[src/rtl/sseg_bcd_display.sv]
// -----------------------------------------------------------------------------
// sseg_bcd_display
//
// Takes the 8-bit value written to the MCU output port and shows it in decimal
// on the Basys3 4-digit multiplexed seven-segment display. A sequential
// double-dabble engine does one shift per clock. The result is committed to
// the displayed digits in one step, so the display never shows a partial value.
//
// Parameters
//   REFRESH_DIV : clock cycles per digit slot (>= 2). 100000 @ 100 MHz = 1 kHz/digit.
//
// Ports
//   CLK      in   1  system clock, rising edge
//   RST_N    in   1  asynchronous active-low reset
//   DATA     in   8  unsigned value, sampled only on an accepted LOAD
//   LOAD     in   1  one-cycle strobe; ignored while BUSY is high
//   BUSY     out  1  conversion in progress (9 cycles per accepted LOAD)
//   ANODES   out  4  active-low digit enables, [0] = rightmost digit
//   CATHODES out  8  {DP,G,F,E,D,C,B,A}, active-low
//
// Build option
//   SSEG_LZB_EN : when defined, leading zeros are blanked (hundreds when zero,
//                 tens when hundreds and tens are zero). Ones is always shown.
// -----------------------------------------------------------------------------
module sseg_bcd_display #(
    parameter int REFRESH_DIV = 100000
) (
    input  logic       CLK,
    input  logic       RST_N,
    input  logic [7:0] DATA,
    input  logic       LOAD,
    output logic       BUSY,
    output logic [3:0] ANODES,
    output logic [7:0] CATHODES
);

    localparam int CNT_W = (REFRESH_DIV > 1) ? $clog2(REFRESH_DIV) : 1;

    typedef enum logic [1:0] {
        IDLE   = 2'd0,
        SHIFT  = 2'd1,
        COMMIT = 2'd2
    } state_t;

    state_t           state, state_nxt;
    logic             load_acc;
    logic [7:0]       bin;
    logic [11:0]      bcd;
    logic [11:0]      bcd_adj;
    logic [19:0]      shifted;
    logic [2:0]       bit_cnt;
    logic [3:0]       dig_h, dig_t, dig_o;
    logic [3:0]       src_h, src_t, src_o;
    logic             blank_h, blank_t;
    logic [CNT_W-1:0] ref_cnt;
    logic [1:0]       idx;
    logic [7:0]       seg_nxt;

    // Add 3 to every BCD nibble that is 5 or more before the shift.
    function automatic logic [11:0] dd_adjust(input logic [11:0] v);
        logic [11:0] r;
        for (int n = 0; n < 3; n++) begin
            r[n*4 +: 4] = (v[n*4 +: 4] >= 4'd5) ? v[n*4 +: 4] + 4'd3 : v[n*4 +: 4];
        end
        return r;
    endfunction

    // Digit to active-low segment pattern; codes above 9 and blanked digits are dark.
    function automatic logic [7:0] seg7(input logic [3:0] d, input logic blank);
        logic [7:0] s;
        case (d)
            4'd0:    s = 8'hC0;
            4'd1:    s = 8'hF9;
            4'd2:    s = 8'hA4;
            4'd3:    s = 8'hB0;
            4'd4:    s = 8'h99;
            4'd5:    s = 8'h92;
            4'd6:    s = 8'h82;
            4'd7:    s = 8'hF8;
            4'd8:    s = 8'h80;
            4'd9:    s = 8'h90;
            default: s = 8'hFF;
        endcase
        return blank ? 8'hFF : s;
    endfunction

    // ---- conversion control ----
    always_ff @(posedge CLK or negedge RST_N) begin
        if (!RST_N) begin
            state <= IDLE;
        end else begin
            state <= state_nxt;
        end
    end

    always_comb begin
        state_nxt = state;
        load_acc  = 1'b0;
        case (state)
            IDLE: begin
                if (LOAD) begin
                    load_acc  = 1'b1;
                    state_nxt = SHIFT;
                end
            end
            SHIFT: begin
                if (bit_cnt == 3'd0) begin
                    state_nxt = COMMIT;
                end
            end
            COMMIT:  state_nxt = IDLE;
            default: state_nxt = IDLE;
        endcase
    end

    assign BUSY = (state != IDLE);

    // ---- double-dabble datapath ----
    assign bcd_adj = dd_adjust(bcd);
    assign shifted = {bcd_adj, bin} << 1;

    always_ff @(posedge CLK or negedge RST_N) begin
        if (!RST_N) begin
            bin     <= '0;
            bcd     <= '0;
            bit_cnt <= '0;
            dig_h   <= '0;
            dig_t   <= '0;
            dig_o   <= '0;
        end else begin
            if (load_acc) begin
                bin     <= DATA;
                bcd     <= '0;
                bit_cnt <= 3'd7;
            end else if (state == SHIFT) begin
                bcd     <= shifted[19:8];
                bin     <= shifted[7:0];
                bit_cnt <= bit_cnt - 3'd1;
            end
            if (state == COMMIT) begin
                dig_h <= bcd[11:8];
                dig_t <= bcd[7:4];
                dig_o <= bcd[3:0];
            end
        end
    end

    // ---- refresh and segment output ----
    // During COMMIT the new digits are forwarded so the display switches on the
    // same edge that the committed digits update.
    assign src_h = (state == COMMIT) ? bcd[11:8] : dig_h;
    assign src_t = (state == COMMIT) ? bcd[7:4]  : dig_t;
    assign src_o = (state == COMMIT) ? bcd[3:0]  : dig_o;

`ifdef SSEG_LZB_EN
    assign blank_h = (src_h == 4'd0);
    assign blank_t = (src_h == 4'd0) && (src_t == 4'd0);
`else
    assign blank_h = 1'b0;
    assign blank_t = 1'b0;
`endif

    always_comb begin
        seg_nxt = 8'hFF;
        case (idx)
            2'd0:    seg_nxt = seg7(src_o, 1'b0);
            2'd1:    seg_nxt = seg7(src_t, blank_t);
            2'd2:    seg_nxt = seg7(src_h, blank_h);
            default: seg_nxt = 8'hFF;
        endcase
    end

    // Anode and cathode register from the same idx on the same edge, so a
    // digit can never appear on the wrong anode.
    always_ff @(posedge CLK or negedge RST_N) begin
        if (!RST_N) begin
            ref_cnt  <= '0;
            idx      <= '0;
            ANODES   <= 4'b1111;
            CATHODES <= 8'hFF;
        end else begin
            if (ref_cnt == CNT_W'(REFRESH_DIV - 1)) begin
                ref_cnt <= '0;
                idx     <= idx + 2'd1;
            end else begin
                ref_cnt <= ref_cnt + 1'b1;
            end
            ANODES   <= ~(4'b0001 << idx);
            CATHODES <= seg_nxt;
        end
    end

endmodule

[config.mk]
export PLATFORM = sky130hd
export DESIGN_NAME = sseg_bcd_display
export DESIGN_NICKNAME = d
export VERILOG_FILES = /design/src/rtl/sseg_bcd_display.sv
export SDC_FILE = /design/constraint.sdc
export NUM_CORES = 1
export LEC_CHECK = 0
export ABC_AREA = 1
export BUFFER_PORTS_ARGS = -buffer_cell sky130_fd_sc_hd__clkbuf_2
export CORE_AREA = 4 4 97 99
export CTS_CLUSTER_DIAMETER = 30
export CTS_CLUSTER_SIZE = 8
export DETAILED_ROUTE_END_ITERATION = 6
export DIE_AREA = 0 0 101 103
export GPL_ROUTABILITY_DRIVEN = 0
export PLACE_DENSITY = 0.66
export SYNTH_ARGS = -nofsm -noshare
export SYNTH_HDL_FRONTEND = slang
export SYNTH_SLANG_ARGS = --single-unit
[constraint.sdc]
create_clock -name CLK -period 2.8 [get_ports CLK]
set_input_delay 0 -clock CLK [delete_from_list [all_inputs] [get_ports CLK]]
set_output_delay 0 -clock CLK [all_outputs]
set_load 0.05 [all_outputs]
Yosys cells after proc, flatten, opt, wreduce, memory -nomap -nowiden
Memory sizes are Yosys's and may differ from the RTL's.
Index checks and enable logic that the tools add are counted.
{"block": "word_totals", "reg_bits": 68, "input_bits": 11, "wordCells": 57, "romBits": 336, "memories": 3}
{"block": "classes", "magnitude_cmp": 3, "shift": 1, "n_eq_ne": 7, "reduce_logical": 6, "add_sub_neg": 6, "bitwise_logic": 1, "n_mux": 19}
{"name": "(name not given)", "words": 16, "word_bits": 7, "rd": 1, "rd_clocked_by_memory_dff": 0, "write_ports": 0, "line_no": "71", "text": "case (d)"}
{"name": "(name not given)", "words": 16, "word_bits": 7, "rd": 1, "rd_clocked_by_memory_dff": 0, "write_ports": 0, "line_no": "71"}
{"name": "(name not given)", "words": 16, "word_bits": 7, "rd": 1, "rd_clocked_by_memory_dff": 0, "write_ports": 0, "line_no": "71"}
{"operator": "two-way mux 12 bit", "n": 2}
{"operator": "case mux 8 bit (3 select lines)", "n": 1}
{"operator": "two-way mux 4 bit", "n": 5}
{"operator": "adder 17 x 1 -> 17 bit, second input constant", "n": 1}
{"operator": "== test 17 bit, second input constant", "n": 1}
{"operator": "two-way mux 17 bit", "n": 1}
{"operator": "two-way mux 8 bit", "n": 2}
{"operator": ">= comparator 4 x 3 -> 1 bit, second input constant", "n": 3}
{"operator": "two-way mux 3 bit", "n": 3}
{"operator": "adder 4 x 2 -> 4 bit, second input constant", "n": 2}
{"operator": "== test 2 x 1 -> 1 bit, second input constant", "n": 2}
{"operator": "== test 2 bit, second input constant", "n": 2}
{"operator": "logical NOT 2 bit", "n": 2}
{"operator": "two-way mux 2 bit", "n": 2}
{"operator": "!= test 2 bit, second input constant", "n": 2}
{"operator": "inverter 4 bit", "n": 1}
{"operator": "case mux 2 bit (2 select lines)", "n": 1}
{"operator": "nonzero test 2 bit", "n": 2}
{"operator": "left shift 1 x 2 -> 4 bit, first input constant", "n": 1}
{"operator": "adder 3 x 2 -> 3 bit, second input constant", "n": 1}
{"operator": "logical NOT 3 bit", "n": 1}
{"operator": "subtractor 3 x 1 -> 3 bit, second input constant", "n": 1}
{"operator": "adder 2 x 1 -> 2 bit, second input constant", "n": 1}
{"operator": "two-way mux 1 bit", "n": 2}
{"operator": "AND reduction 2 bit", "n": 1}

Longest topological paths before layout
Gate-level depths: netlist of the first run.
{"block": "depth", "ltp_word": 4, "mapped_depth": 13}

Least setup slack after synthesis of the first run
OpenSTA, ideal clock, no wires.
{"block": "synth_timing", "path_kind": "reg-to-reg", "startpoint": "register state[0]", "endpoint": "register CATHODES[0]", "slack_ns": 1.071, "arrival_time_ns": 1.651, "path_buffers": 1, "required_time_ns": 2.723, "stages_incl_launch_ff": 13, "setup_time_ns": 0.077, "synth_period_minus_slack_ns": 1.729, "cell_sequence": "dfrtp_1 > inv_4 > nand2_4 > buf_12 > o21ai_2 > inv_1 > ha_1 > inv_1 > nand3_1 > a21oi_1 > nor2_1 > nor2_1 > nand2_1"}
{"block": "synth_between", "elab_chain_cells": 4, "elab_cells_between_ends": 8, "cone_classes": "eq/ne (1); mux (4); memory (3)"}
{"element": "from (decl)", "line_no": "45", "text": "state_t state, state_nxt;"}
{"element": "from (signal assigned)", "line_no": "92", "text": "state <= state_nxt;"}
{"element": "== test 2 bit", "line_no": "153", "text": "assign src_o = (state == COMMIT) ? bcd[3:0] : dig_o;"}
{"element": "two-way mux 4 bit"}
{"element": "net src_o[0]", "line_no": "53", "text": "logic [3:0] src_h, src_t, src_o;"}
{"element": "memory (16 x 7 bit)"}
{"element": "case mux 8 bit (3 select lines)", "line_no": "165", "text": "case (idx)"}
{"element": "net seg_nxt[0]", "line_no": "57", "text": "logic [7:0] seg_nxt;"}
{"element": "to (signal assigned)", "line_no": "189", "text": "CATHODES <= seg_nxt;"}
{"element": "to (decl)", "line_no": "34", "text": "output logic [7:0] CATHODES"}
The timed path passes the listed nets, and every way through them passes these cells.
A chain may end at the register's enable or synchronous reset.

Worst setup path in the final report of the first run
{"block": "layout_timing", "startpoint": "register state[0]", "endpoint": "register CATHODES[6]"}
The elaborated chain is that of the path after synthesis.

==> results of run 1 <==
## final timing paths
kind / slack, ns / start / end
max reg2reg: 0.72 / state[0] / CATHODES[6]
min reg2reg: 0.48 / ref_cnt[0] / ref_cnt[0]
min in group CLK: 0.40 / DATA[3] / bin[3]
min: 0.27 / RST_N / bcd[9]
max: 0.72 / state[0] / CATHODES[6]
max in group asynchronous: 1.87 / RST_N / bin[0]
## timing repair
item	in CTS	in global routing
endpoints found under the setup margin	0	0
hold buffers	10	0
endpoints found under the hold margin	32	0
## where the power goes
group / internal, uW / switching, uW / total [uW]
sequential: 1310 / 190 / 1500
clock: 590 / 387 / 977
combinational: 801 / 1600 / 2410
## sequential cells by signal (all words and copies together), names as in the netlist
register	flops
dig_o	4
ANODES	4
bit_cnt	3
state	2
CATHODES	7
bcd	12
idx	2
ref_cnt	17
dig_t	4
bin	8
dig_h	4
## area by class of cell
class,count,area [um2],share of cell area (%)
multi-input cells,349,2060,44.0
flip-flops and latches,67,1690,36.1
inverters,83,314,6.71
repair buffers,34,238,5.08
well taps,108,135,2.89
clock buffers,9,124,2.65
clock inverters,7,116,2.49
## worst max-delay path, cell delays in order (launching register included)
cell,delay [ns]
dfrtp_1,0.41
inv_4,0.20
nand2_4,0.24
o21ai_2,0.32
inv_1,0.12
ha_1,0.22
nand2_1,0.08
nand2_1,0.06
nor2_1,0.11
nor2_1,0.08
nor2_1,0.11
nand2_1,0.06
## synthesized netlist by cell type
cell type	number	area share (%)
dfstp_2	11	7.0
o21ai_0	22	2.7
buf_8	1	0.36
a31oi_1	1	0.15
ha_1	32	9.6
buf_2	1	0.12
nand4_1	5	0.75
buf_12	1	0.48
buf_4	2	0.36
inv_2	8	0.72
a22oi_1	2	0.36
nand2_2	7	1.1
inv_1	74	6.7
xor2_1	12	2.5
o221ai_1	5	1.1
nor2_8	1	0.48
o22ai_1	3	0.45
o211ai_1	1	0.18
nand3b_1	3	0.54
or2_2	2	0.30
nor4_1	1	0.15
nor2_4	1	0.27
o21ai_1	10	1.2
inv_4	1	0.15
o32ai_1	1	0.21
nand3_4	2	0.84
o21ai_2	1	0.21
nand3_2	4	0.96
buf_6	3	0.81
a21oi_1	21	2.5
nand2_4	13	3.5
xnor2_1	1	0.21
a21oi_2	1	0.21
nor3_1	3	0.36
nand2_1	91	8.2
nand3_1	41	4.9
conb_1	1	0.090
dfrtp_1	56	34
nor2_1	61	5.5
## through the flow
stage                     hold WS, ns  cell area, um2  total power, uW
after floorplan                -0.296            4150             3440
after global placement          0.122            4340             3850
after detailed placement        0.140            4340             3920
after CTS                       0.292            4680             4920
after global routing            0.364            4680             5340
final                           0.273            4680             4880
## cell families after synthesis
logic type                 synth area share, %
other                                   0.0903
and+or+nand+nor                           27.9
buffers and inverters                     9.70
AOI/OAI and AO/OA                         9.22
DFF                                       40.7
xor gates and xnor gates                  2.74
adders and majority gates                 9.64
## per-layer routing
layer / vias to the layer above / share of wire [%] / wire length (um)
met2: 56 / 49 / 4090
met3: 12 / 3.3 / 275
met5: - / 0 / 0
li1: 1685 / - / -
met4: 0 / 1.7 / 142
met1: 1567 / 46 / 3800
==> summary.md, run 1 <==
| Metric | Value |
|---|---|
| Fill cells | just over 800 |
| Measured slew at the worst slew-check pin | 0.803 ns |
| Netlist cell types | 39 |
| Setup tns final | 0 ns |
| Pwr/cell area | 1040 nW/um2 |
| I/O Buffers | 22 |
| Row cnt | 34 |
| Grt total ovfl | 0 |
| Met2 GRT Util | 31.2% |
| Setup ws final | 0.724 ns |
| Commonest non-fill, non-tap cell in the layout | nand2_1 |
| Final nets | 587 |
| TritonCTS clock tree | yes |
| Initial Util | 48.6% |
| Final Util | 54.7% |
| Final setup vio count | 0 |
| Syn Nets | 550 |
| CP arrival | about 2.4 ns |
| VDD IR max | 0.000449 V |
| Root Buffer | clkbuf_8 |
| Most Crowded Layer GR | met2 |
| #FFs+latches synth | 67 |
| Hold WC Path Type | in2async |
| Crit path launch type | flip-flop |
| Lkg Pwr | 0.00238 uW |
| Die X-Extent | between 100 and 150 um |
| Largest net degree at the start of global routing | 35 |
| Post-place setup slack | 0.773 ns |
| ANT cells | 0 |
| Post-CTS resize count | 0 |
| Syn Std Cell Area | 4150 um2 |
| Crit path time final | 2.08 ns |
| Syn Inst Count | 507 |
| Critical path type | reg2reg |
| Setup Buffers After CTS | 0 |
| Antenna violations before repair | 0 |
| YS warnings | 0 |
| Vias in the first global route | 3312 |
| CP required | 3.08 ns |
| Grt met1 use | 21.4% |
| Final period util | 74.1% |
| DRT Pass-1 Iters | 4 |
| Core Box Area | 8550 um2 |
| Number of max-cap violations | 0 |
| Max-slew headroom | a little under half |
| Max-slew violations | 0 |
| Global-route wire length before repair | 14500 um |
| CTS Sinks | 67 |
| CTS H-tree lvls | 3 |
| Share of post-route cells with drive strength above 1 | 16.8% |
| Clk buf depth | 2 |
| Final hold violation count | 0 |
| Peak Freq | a little under 0.5 GHz |
| Status | finished, final reports clean |
| First DRT Iteration DRCs | 139 |
| Post-Route WL | 8310 um |
| HPWL after DPL | 6230 um |
| DRC violations left | 0 |
| Clock Pin Slew Worst Setup and Hold Paths | 0.08 ns |
| Crit-path max FO | 21 |
| Mean Syn Cell Area | 8.19 um2 |
| Worst-skew pair later-pin latency | approximately 0.35 ns |
| Die footprint | 10400 um2 |
| RSZ-0062 raised after global routing | no |
| CP endpoint kind | flip-flop |
| Placed cells | approximately 630 |
| Sequential area share after synthesis | about two fifths |
| Routed vias/inst | slightly above 5 |
| Cell Count, Final, Fillers Out | 657 |
| Cell count of the worst reg-to-reg path | 11 |
| Commonest non-fill, non-tap cells in the layout | 91 x nand2_1, 74 x inv_1, 61 x nor2_1, 56 x dfrtp_1, 41 x nand3_1 |
| Clock skew | around 0.0092 ns |
| Die Ht | 103 um |
| Vias | 3320 |
| Area Overhead vs Synth | 12.6% |
| Post-DR wirelength/cell | 12.6 um |
| GRT Total Usage | 17.5% |
| Antenna Violating Nets Remaining | 0 |
| Met3 usage | about 2.6% |
| Cts bufs inserted | 9 |
| I/O pin cnt | 24 |
Note: power is estimated with default switching activity, not from simulation.
==> run 2: changes to the inputs <==
- ABC_AREA: 1 -> 0
- CORE_AREA: 4 4 97 99 -> 4 4 95 97
- DIE_AREA: 0 0 101 103 -> 0 0 99 101
- PLACE_DENSITY: 0.66 -> 0.69
- clock period: 2.8 -> 1.8 ns (I/O delays scaled with it)
==> summary.md, run 2 <==
| Metric | Value |
|---|---|
| YS warnings | 0 (unchanged) |
| Routed vias/inst | 5.53 (+9.3%) |
| Post-place setup slack | -0.280 ns (-1.05 ns) |
| Primary FF master, synth | dfrtp_1 |
| Netlist cell types | 60 (+54%) |
| Post-DR wirelength/cell | 15.8 um (+25%) |
| Antenna Violating Nets Remaining | 0 (unchanged) |
| Root Buffer | clkbuf_8 |
| Final nets | 552 (-6.0%) |
| Number of max-cap violations | 0 (unchanged) |
| RSZ-0062 raised after global routing | yes |
| Cts bufs inserted | 9 (unchanged) |
| Crit-path max cell delay | 0.46 ns (+0.05 ns) |
| Most flop-heavy register | ref_cnt |
| VDD IR max | 0.000701 V (+56%) |
| Number of synthesized flops with an enable pin | 0 (unchanged) |
| Final hold violation count | 0 (unchanged) |
| Lkg Pwr | 0.00243 uW (+2.3%) |
| Syn Nets | 465 (-15%) |
| Global-route wire length before repair | 16400 um (+13%) |
| Measured slew at the worst slew-check pin | 0.525 ns (-0.278 ns) |
| Most frequent cell after synthesis | dfrtp_1 |
| Critical path type | reg2reg |
| CTS H-tree lvls | 3 (unchanged) |
| Share of post-route cells with drive strength above 1 | 35.8% (+19 points) |
| Initial Util | 48.9% (+0.37 points) |
| I/O pin cnt | 24 (unchanged) |
| Crit-path max FO | 5 (-76%) |
| GRT Total Usage | 20.5% (+3.0 points) |
| Cell taking the most area after synthesis | dfrtp_1 |
| Commonest non-fill, non-tap cell in the layout | buf_4 |
| CTS Sinks | 67 (unchanged) |
| Final setup vio count | 6 (+6) |
| Critical Path, Cell by Cell | nand2b_4 -> buf_6 -> nand2_2 -> o21ai_2 -> ha_2 -> or3_1 -> a31o_1 -> a221oi_2 -> nand2_1 |
| TritonCTS clock tree | yes |
| Syn Inst Count | 422 (-17%) |
| Clk buf depth | 2 (unchanged) |
| Max reg flops | 17 (unchanged) |
| Largest net degree at the start of global routing | 31 (-11%) |
| Setup ws final | -0.179 ns (-0.903 ns) |
| Final period util | 110% (+36 points) |
| Top post-synthesis cells by count | 56 x dfrtp_1, 42 x nand2_1, 32 x ha_1, 31 x inv_1, 29 x nor2_1 |
| Row cnt | 33 (-2.9%) |
| Post-Route WL | 9800 um (+18%) |
| Vias in the first global route | 3509 (+5.9%) |
| Peak Freq | 0.505 GHz (+4.9%) |
| Max-slew violations | 0 (unchanged) |
| Area Overhead vs Synth | 33.3% |
| Vias | 3420 (+3.0%) |
| Hold Slack | 0.0831 ns (-0.190 ns) |
| Worst-skew pair later-pin latency | 0.35 ns (about the same) |
| Mean Syn Cell Area | 9.43 um2 (+15%) |
| HPWL after DPL | 6770 um (+8.7%) |
| Setup tns final | -0.878 ns (-0.878 ns) |
| Crit path launch type | flip-flop |
| Commonest non-fill, non-tap cells in the layout | 59 x buf_4, 53 x dfrtp_1, 37 x nand2_1, 28 x nor2_1, 27 x inv_1 |
| Syn Std Cell Area | 3980 um2 (-4.2%) |
| Die X-Extent | 99 um (-2.0%) |
| Ys async rst share | 100% (unchanged) |
| Die footprint | 10000 um2 (-3.9%) |
| Crit path time final | 1.98 ns (-0.0971 ns) |
| Clock skew | 0.0104 ns (+0.00122 ns) |
| Clock Pin Slew Worst Setup and Hold Paths | 0.08 ns (about the same) |
| Top cell type's share of synthesized area | 35.2% (+1.5 points) |
| Hold WC Path Type | in2reg |
| Max-slew headroom | 65.0% (+19 points) |
| #FFs+latches synth | 67 (unchanged) |
| DRC violations left | 0 (unchanged) |
| Grt total ovfl | 0 (unchanged) |
| Dominant cells by area after synthesis | dfrtp_1 35%, ha_1 10%, dfstp_2 7.3% |
| Pwr/cell area | 1620 nW/um2 (+56%) |
| Core Box Area | 8130 um2 (-4.9%) |
| ANT cells | 0 (unchanged) |
| CP arrival | 2.26 ns (-0.09 ns) |
| Antenna violations before repair | 0 (unchanged) |
| Biggest regs | ref_cnt (17), bcd (12), bin (8) |
| Status | finished with violations |
| I/O Buffers | 22 (unchanged) |
| Failing checks | setup timing |
| Die Ht | 101 um (-1.9%) |
| DRT Pass-1 Iters | 5 (+1) |
| CP required | 2.08 ns (-1.00 ns) |
| Slowest-stage cell, CP | dfrtp_2 |
| First DRT Iteration DRCs | 181 (+30%) |
| CP endpoint kind | flip-flop |
| Sequential area share after synthesis | 42.5% (+1.8 points) |
[run 2: cell count changes after synthesis, moves of 7 or more]
cell,previous run,this run
clkbuf_1,0,14
inv_1,74,31
inv_2,8,0
nand2_1,91,42
nand2_2,7,0
nand2_4,13,0
nand2b_1,0,8
nand3_1,41,14
nor2_1,61,29
nor3_1,3,11
o21ai_1,10,1
xnor2_1,1,16
[run 2: final cells by class]
type	count	area, um2
Fill cell	607	2830
Multi-Input combinational cell	302	2340
Sequential cell	67	1690
Timing Repair Buffer	97	739
Clock buffer	10	138
Clock inverter	6	136
Tap cell	105	131
Inverter	32	123
[run 2: final timing paths]
path                       startpoint          end  slack (ns)  depth (start not counted)
max                          state[0]  CATHODES[3]       -0.18                          9
min in group asynchronous       RST_N      bcd[10]        0.15                          2
min reg2reg                ref_cnt[0]   ref_cnt[0]        0.48                          1
min                              LOAD   bit_cnt[0]        0.08                          4
max in group asynchronous       RST_N  CATHODES[4]        0.94                          3
max reg2reg                  state[0]  CATHODES[3]       -0.18                          9
[run 2: metrics by stage]
stage / utilization, % / total power (uW) / instances / instance area (um2)
floorplan: - / 4800 / 422 / 4030
global placement: 56.4 / 6010 / 582 / 4590
detailed placement: 56.4 / 6150 / 582 / 4590
CTS: 63.3 / 8270 / 618 / 5150
global route: 65.2 / 9190 / 619 / 5310
finish: 65.2 / 8610 / 619 / 5310
[run 2: worst max-delay path, delay by kind of cell, from the launching register on]
| family | cells | cell delay, ns |
|---|---|---|
| AOI/OAI and AO/OA | 3 | 0.54 |
| adders and majority gates | 1 | 0.18 |
| buffers and inverters | 1 | 0.12 |
| DFF | 1 | 0.46 |
| and+or+nand+nor | 4 | 0.62 |
[run 2: what timing repair did]
item | CTS | global route
endpoints found under the setup margin | 7 | 29
hold endpoints to repair | 27 | 0
hold buffers | 9 | 0
pin swaps | 15 | 13
buffers inserted | 10 | 1
gates resized for setup | 37 | 33
cloned | 1 | 0
[run 2: cell families (layout without fill, tap and decap cells)]
group | count (synthesis) | count (layout) | share of synthesized area [%]
muxes | 10 | 10 | 3.08
AOI/OAI and AO/OA | 96 | 96 | 15.4
buffers and inverters | 54 | 145 | 6.00
DFF | 67 | 67 | 42.5
xor gates and xnor gates | 25 | 25 | 5.50
other | 1 | 1 | 0.0942
and+or+nand+nor | 137 | 138 | 17.4
adders and majority gates | 32 | 32 | 10.1
[run 2: power by group]
group | switching (uW) | leakage (uW) | internal (uW)
Clock | 614 | 0.000133 | 1100
Combinational | 2480 | 0.00147 | 2080
Sequential | 360 | 0.000827 | 1980
Total | 3450 | 0.00243 | 5160
[run 2: metal layers]
metal	track usage, %	vias up	wire length, um
met3	2.56	25	398
met4	10.2	0	296
met1	25.3	1669	4170
met5	0	-	0
met2	35.5	90	4940
li1	-	1636	-
